[src/rtl/press_gen.sv]
// press_gen -- button press waveform generator
//
// Generates cnt_i presses on b_o after a request. Each press holds b_o
// high for HOLD_CYCLES cycles, then low for GAP_CYCLES cycles. This gives
// a clean press-then-release shape for a downstream press-release
// detector. A one-cycle done_o pulse marks the end of the sequence.
//
// Parameters:
//   HOLD_CYCLES  cycles b_o is high per press (1..255)
//   GAP_CYCLES   cycles b_o is low after each press (1..255)
//   CNT_W        width of the press-count request
//
// Ports:
//   clk      single clock, rising edge
//   rst      synchronous active-high reset
//   req_i    request a press sequence (accepted while ready_o=1)
//   cnt_i    number of presses, captured on acceptance
//   ready_o  high only while idle
//   b_o      registered button waveform, high exactly in the HOLD state
//   busy_o   high while presses are being generated
//   done_o   one-cycle completion pulse
//   abort_i  (only with PRESS_GEN_ABORT_EN) cancels an in-progress sequence
//
// Configuration macro: PRESS_GEN_ABORT_EN adds abort_i. Without it,
// a sequence ends only through DONE or reset.
module press_gen #(
  parameter int HOLD_CYCLES = 4,
  parameter int GAP_CYCLES  = 4,
  parameter int CNT_W       = 4
) (
  input  logic             clk,
  input  logic             rst,
  input  logic             req_i,
  input  logic [CNT_W-1:0] cnt_i,
  output logic             ready_o,
  output logic             b_o,
  output logic             busy_o,
  output logic             done_o
`ifdef PRESS_GEN_ABORT_EN
  ,
  input  logic             abort_i
`endif
);

  // Reject out-of-range parameters at elaboration.
  generate
    if (HOLD_CYCLES < 1 || HOLD_CYCLES > 255) begin : g_bad_hold
      $error("press_gen: HOLD_CYCLES must be in 1..255");
    end
    if (GAP_CYCLES < 1 || GAP_CYCLES > 255) begin : g_bad_gap
      $error("press_gen: GAP_CYCLES must be in 1..255");
    end
    if (CNT_W < 1) begin : g_bad_cnt
      $error("press_gen: CNT_W must be at least 1");
    end
  endgenerate

  localparam int MAX_PHASE = (HOLD_CYCLES > GAP_CYCLES) ? HOLD_CYCLES : GAP_CYCLES;
  localparam int PH_W      = $clog2(MAX_PHASE + 1);

  // The phase counter counts down to zero. Loading length-1 makes each
  // phase last exactly its configured number of cycles.
  localparam logic [PH_W-1:0] HOLD_LOAD = PH_W'(HOLD_CYCLES - 1);
  localparam logic [PH_W-1:0] GAP_LOAD  = PH_W'(GAP_CYCLES - 1);

  typedef enum logic [1:0] {
    IDLE = 2'd0,
    HOLD = 2'd1,
    GAP  = 2'd2,
    DONE = 2'd3
  } state_t;

  state_t           state;
  state_t           next_state;
  logic [PH_W-1:0]  phase;
  logic [PH_W-1:0]  phase_next;
  logic [CNT_W-1:0] remaining;
  logic [CNT_W-1:0] remaining_next;
  logic             b_reg;
  logic             abort_now;

`ifdef PRESS_GEN_ABORT_EN
  assign abort_now = abort_i;
`else
  assign abort_now = 1'b0;
`endif

  // Next-state logic plus the phase and press counters. The remaining count
  // is compared against 1 before decrementing. This avoids any wrap for the
  // largest cnt_i value, and the counter ends at zero once DONE is reached.
  always_comb begin
    next_state     = state;
    phase_next     = phase;
    remaining_next = remaining;
    case (state)
      IDLE: begin
        if (req_i) begin
          remaining_next = cnt_i;
          if (cnt_i != '0) begin
            next_state = HOLD;
            phase_next = HOLD_LOAD;
          end else begin
            next_state = DONE;
          end
        end
      end
      HOLD: begin
        if (phase == '0) begin
          next_state = GAP;
          phase_next = GAP_LOAD;
        end else begin
          phase_next = phase - 1'b1;
        end
      end
      GAP: begin
        if (phase == '0) begin
          remaining_next = remaining - 1'b1;
          if (remaining != CNT_W'(1)) begin
            next_state = HOLD;
            phase_next = HOLD_LOAD;
          end else begin
            next_state = DONE;
          end
        end else begin
          phase_next = phase - 1'b1;
        end
      end
      DONE: begin
        next_state = IDLE;
      end
      default: begin
        next_state = IDLE;
      end
    endcase
    // An abort overrides any phase-end transition in the same cycle.
    if (abort_now && (state == HOLD || state == GAP)) begin
      next_state     = IDLE;
      phase_next     = '0;
      remaining_next = '0;
    end
  end

  // State and counter registers. b_o is registered from the next state, so
  // it is high in exactly the cycles where the state register holds HOLD.
  always_ff @(posedge clk) begin
    if (rst) begin
      state     <= IDLE;
      phase     <= '0;
      remaining <= '0;
      b_reg     <= 1'b0;
    end else begin
      state     <= next_state;
      phase     <= phase_next;
      remaining <= remaining_next;
      b_reg     <= (next_state == HOLD);
    end
  end

  assign b_o     = b_reg;
  assign ready_o = (state == IDLE);
  assign busy_o  = (state == HOLD) || (state == GAP);
  assign done_o  = (state == DONE);

endmodule

[config.mk]
export PLATFORM = sky130hd
export DESIGN_NAME = press_gen
export DESIGN_NICKNAME = d
export VERILOG_FILES = /design/src/rtl/press_gen.sv
export SDC_FILE = /design/constraint.sdc
export NUM_CORES = 1
export LEC_CHECK = 0
export ABC_AREA = 1
export CAP_MARGIN = 30
export CORE_MARGIN = 2
export CORE_UTILIZATION = 46
export DETAILED_ROUTE_END_ITERATION = 6
export PLACE_DENSITY = 0.72
export SETUP_SLACK_MARGIN = 0.3
export SLEW_MARGIN = 5
export SYNTH_ARGS = -nofsm -noshare
export SYNTH_HDL_FRONTEND = slang
export SYNTH_SLANG_ARGS = --single-unit
[constraint.sdc]
create_clock -name clk -period 1.3 [get_ports clk]
set_input_delay 0.13 -clock clk [delete_from_list [all_inputs] [get_ports clk]]
set_output_delay 0.13 -clock clk [all_outputs]
set_load 0.05 [all_outputs]
### Word-level counts from Yosys, hierarchy flattened

Index checks and enable logic that the tools add are counted.

* word-level logic and storage cells: 38
* register bits: 10
* output and inout port bits: 4
* input port bits: 7

* reductions and logical operators: 8
* equality and inequality tests: 9
* mux-type cells: 15
* $add $sub $neg: 2

Operators by type and width (number)
* $mux 3: 5
* $mux 2: 5
* $pmux 3 s3: 1
* $mux 4: 2
* $pmux 2 s4: 1
* $pmux 4 s2: 1
* $eq 2x1->1 const B: 2
* $eq 2x2->1 const B: 2
* $ne 2x2->1 const B: 2
* $ne 4x1->1 const B: 1
* $reduce_and 4->1: 1
* $reduce_bool 4->1: 1
* $sub 4x1->4 const B: 1
* $logic_not 3->1: 1
* $ne 3x3->1 const B: 1
* $reduce_and 3->1: 1
* $reduce_bool 3->1: 1
* $sub 3x1->3 const B: 1
* $logic_not 2->1: 1
* $ne 2x1->1 const B: 1
* $reduce_bool 2->1: 1
* $logic_or 1x1->1: 1

### Depth between registers and ports, before layout

* word-level depth: 5
* mapped depth: 10
* gate-level depth less buffers: 10

### Least setup slack after synthesis

OpenSTA, ideal clock, no wires.

* path kind: reg2reg
* from: reg state[1]
* to: reg remaining[2]
* cell stages (with the launch flop): 8
* buffers on the path: 0
* period minus slack after synthesis: 1569 ps
* slack: -269 ps
* setup time: 58 ps
* arrival time: 1511 ps
* required time: 1242 ps
* cells stage by stage: dfxtp_1 inv_1 ha_1 nand2_1 nand2_2 nand2_4 a21oi_1 o21a_1

* cells in the longest elaborated chain, start to end: 3
* elaborated cells between the ends (all ways): 7
* those cells by class: 3 x eq/ne; 1 x mux; 3 x reduce/logical

Ends and longest elaborated chain
* start, declared: line 73 `state_t state;`
* start signal, assigned: line 152 `state <= next_state;`
* $logic_not 2->1 (*)
* named net ready_o: line 35 `output logic ready_o,`
* $ne 2x2->1 (no source line) / $reduce_bool 2->1 (equally long branches)
* $reduce_and 3->1 (no source line)
* end signal, assigned: line 154 `remaining <= remaining_next;`
* end, declared: line 77 `logic [CNT_W-1:0] remaining;`

Mark *: on every way through the listed nets, which the timed path passes. The rest lies on a longest branch.
A chain may end at the register's enable or synchronous reset.

### Final worst setup path

* from: reg state[1]
* to: out busy_o

* cells in the longest elaborated chain, start to end: 2
* elaborated cells between the ends (all ways): 3
* those cells by class: 2 x eq/ne; 1 x reduce/logical

Ends and longest elaborated chain
* $eq 2x1->1 / $eq 2x2->1 (equally long branches): line 161 `assign busy_o = (state == HOLD) || (state == GAP);`
* $logic_or 1x1->1 (*): line 161
* end, declared: line 37 `output logic busy_o,`

Mark *: on every way between the ends. The rest lies on a longest branch, timed or not.

==> summary.md <==
| Metric | Value |
|---|---|
| Post-Synthesis Net Count | `124` |
| Fin. max-slew vios | `0` |
| Grt total ovfl | `0` |
| Routed Antenna Nets | `0` |
| Top-count cell post-synth | `nand2_1` |
| Skew final | `0.00543 ns` |
| Psw | `1.04 mW` |
| Post-synthesis register bit count | `10` |
| Startpoint types | `flip-flop` |
| DP HPWL | `1290 microns` |
| Hold Crit Class | `flip-flop to flip-flop` |
| Routed via count | `803` |
| Final std cells w/o fill | `150` |
| Number of global-route vias before repair | `751` |
| Post-synth top flop | `dfxtp_1` |
| Total track usage | `0.226` |
| Routed wire length | `2000 microns` |
| Cts hold-fix bufs | `0` |
| Commonest cells in the synthesized netlist | `nand2_1 (24), inv_1 (11), nor2_1 (11), dfxtp_1 (10), ha_1 (10)` |
| Final setup viols | `0` |
| Number of buffers created by CTS | `3` |
| Placed insts | `135` |
| Clock power share | `0.105` |
| Sequential area share after synthesis | `0.273` |
| CTS tree | `built` |
| Synth top area share | `0.273` |
| Sink Count | `10` |
| Data arrival, critical path | `1.14 ns` |
| Clock transition at path regs | `0.07 ns` |
| Busiest grt layer | `met2` |
| Io pins | `11` |
| Port Buf Inserts | `10` |
| Total of max-cap violations | `0` |
| DRC | `0` |
| Die height | `44.0 microns` |
| Met3 Use GR | `0.0792` |
| Syn avg cell area | `6.86 sq um` |
| Post-synth ARST share | `0` |
| Clk_lat worst skew | `0.28 ns` |
| Tmin final | `1.27 ns` |
| Vias/cell | `5.35` |
| Crit path buffers/inverters | `2` |
| Crit path largest cell delay | `0.40 ns` |
| Met2 Resource Use GR | `0.406` |
| Starting density of the core | `0.488` |
| DIE AREA | `1930 sq um` |
| Fin crit share | `0.977` |
| Share of cells above drive strength 1 | `0.485` |
| # diodes | `0` |
| 1st-pass router iterations | `4` |
| RSZ-0062 raised after global routing | `yes` |
| Fin util | `0.787` |
| Synthesized cell area | `734 sq um` |
| Pint | `1.21 mW` |
| Row cnt | `14` |
| Die Wd | `44.0 microns` |
| Critical path fanouts, max | `5` |
| Met1 usage | `0.234` |
| Warnings, synthesis | `0` |
| Final count of hold timing violations | `0` |
| Combinational power share | `0.671` |
| Switching portion of total power | `0.461` |
| Nets | `152` |
| Core area | `1510 sq um` |
| Crit. End Element | `primary output` |
| Post-synth EDFFs | `0` |
| CP max-delay cell | `dfxtp_4` |
| Worst Hold Slack | `0.508 ns` |
| PwrDens | `1900 nW/um^2` |
| Final instance area | `1180 sq um` |
| Worst vdd ir | `1.28 mV` |
| Reg2Reg Setup Slack | `0.05 ns` |
| CTS root buf | `clkbuf_4` |
| Initial antenna violation count | `0` |
| DRT iter0 DRCs | `11` |
| Synth-to-Final Area Change | `61.3%` |
| Worst-path cell chain | `inv_4, ha_4, buf_12` |
| Routed len/inst | `13.3 microns` |
| Placer Congestion | `0.743` |
| Global-route wire length before repair | `3170 microns` |
| Cell area after placement | `992 sq um` |
| H-tree Lvls | `1` |
| Required @ worst endpoint | `1.17 ns` |
| Achievable frequency | `787 MHz` |
| Largest net degree at the start of global routing | `9` |
| Setup TNS | `0 ns` |
| Synth top area cells | `dfxtp_1 (27%), ha_1 (17%), nand2_1 (12%)` |
| Seq pwr share | `0.224` |
| Synthesized instance count | `107` |
| Largest area contributor in the synthesized netlist | `dfxtp_1` |
| Outcome | `completed` |
| Pleak | `0.532 nW` |
| Relative slew margins | `0.826` |
| CP Class | `flip-flop to primary output` |
| Top delay family on crit path | `flip-flops` |
| Clock Tree Buf Depth | `2` |
| Yosys cell types | `20` |
| Slew of the pin with the lowest slew margin | `0.260 ns` |
[power groups by stage]
| stage | clock network (mW) | registers [mW] | logic, mW |
|---|---|---|---|
| after floorplan | 0 | 0.508 | 0.872 |
| after global placement | 0 | 0.492 | 1.20 |
| after detailed placement | 0 | 0.499 | 1.23 |
| after CTS | 0.246 | 0.493 | 1.40 |
| after global routing | 0.259 | 0.512 | 1.64 |
| final | 0.236 | 0.505 | 1.51 |
[cell type report]
class	instances	area, sq um
multi-input cells	81	616
fillers	102	322
repair buffers	23	241
flip-flops and latches	10	211
inverters	16	70.1
clock buffers	4	26.3
well taps	16	20.0
[kinds of logic (layout without fill, tap and decap cells)]
| group | Yosys count | count (layout) | synth area share |
|---|---|---|---|
| buf+inv | 16 | 43 | 0.0818 |
| flops | 10 | 10 | 0.273 |
| simple gates | 53 | 53 | 0.331 |
| xor+xnor | 1 | 1 | 0.0119 |
| fa+ha+maj | 10 | 10 | 0.170 |
| compound gates | 17 | 17 | 0.133 |
[cells in the final DEF, fill, tap and decap left out, types with 2 or more instances in the layout]
| cell | Yosys | routed |
|---|---|---|
| nand3_1 | 8 | 6 |
| dfxtp_1 | 10 | 5 |
| o21ai_1 | 4 | 4 |
| clkdlybuf4s50_1 | 0 | 6 |
| inv_4 | 0 | 2 |
| buf_12 | 0 | 4 |
| nand3_2 | 1 | 2 |
| ha_1 | 10 | 4 |
| dfxtp_2 | 0 | 3 |
| nor2_1 | 11 | 9 |
| nand2_4 | 1 | 3 |
| o21ai_2 | 0 | 2 |
| nand4_1 | 3 | 3 |
| buf_4 | 0 | 12 |
| inv_1 | 11 | 5 |
| nand2_2 | 3 | 6 |
| inv_2 | 4 | 8 |
| clkbuf_4 | 0 | 3 |
| ha_4 | 0 | 5 |
| nor2_2 | 2 | 3 |
| a21oi_1 | 6 | 3 |
| a21oi_2 | 2 | 4 |
| dfxtp_4 | 0 | 2 |
| nand2_1 | 24 | 19 |
[worst min-delay path, delay by kind of cell, from the launching register on]
family	cells	cell delay (ns)
flops	1	0.32
compound gates	1	0.05
simple gates	1	0.09
[flip-flops by register name, indices dropped and copies added, names as in the netlist]
name,count
b_o,1
phase,3
remaining,4
state,2
[routing by layer]
metal,routed length [microns],part of all wire,vias to the layer above
li1,-,-,401
met1,769,0.39,379
met2,1100,0.55,17
met3,96,0.048,6
met4,30,0.015,0
met5,0,0,-
[repair_timing]
action                                  CTS  global route
endpoints found under the setup margin   13            13
buffers inserted                         10             1
pin swaps                                 8            11
resized for setup                        13            15
[metrics by stage]
| stage | setup slack (ns) | power (mW) |
|---|---|---|
| 5_1_grt | -0.0149 | 2.41 |
| 3_5_place_dp | 0.0341 | 1.73 |
| 4_1_cts | 0.0220 | 2.14 |
| 3_3_place_gp | 0.0425 | 1.69 |
| 6_report | 0.0294 | 2.25 |
| 2_1_floorplan | 0.110 | 1.38 |
[path summary, 6_finish.rpt]
path,startpoint,endpoint,cells past startpoint
worst min register to register,remaining[3],remaining[3],2
worst min-delay path,remaining[3],remaining[3],2
worst max-delay path,state[1],busy_o,3
worst max register to register,state[0],remaining[1],7
Power figures use the tool's default switching activity.
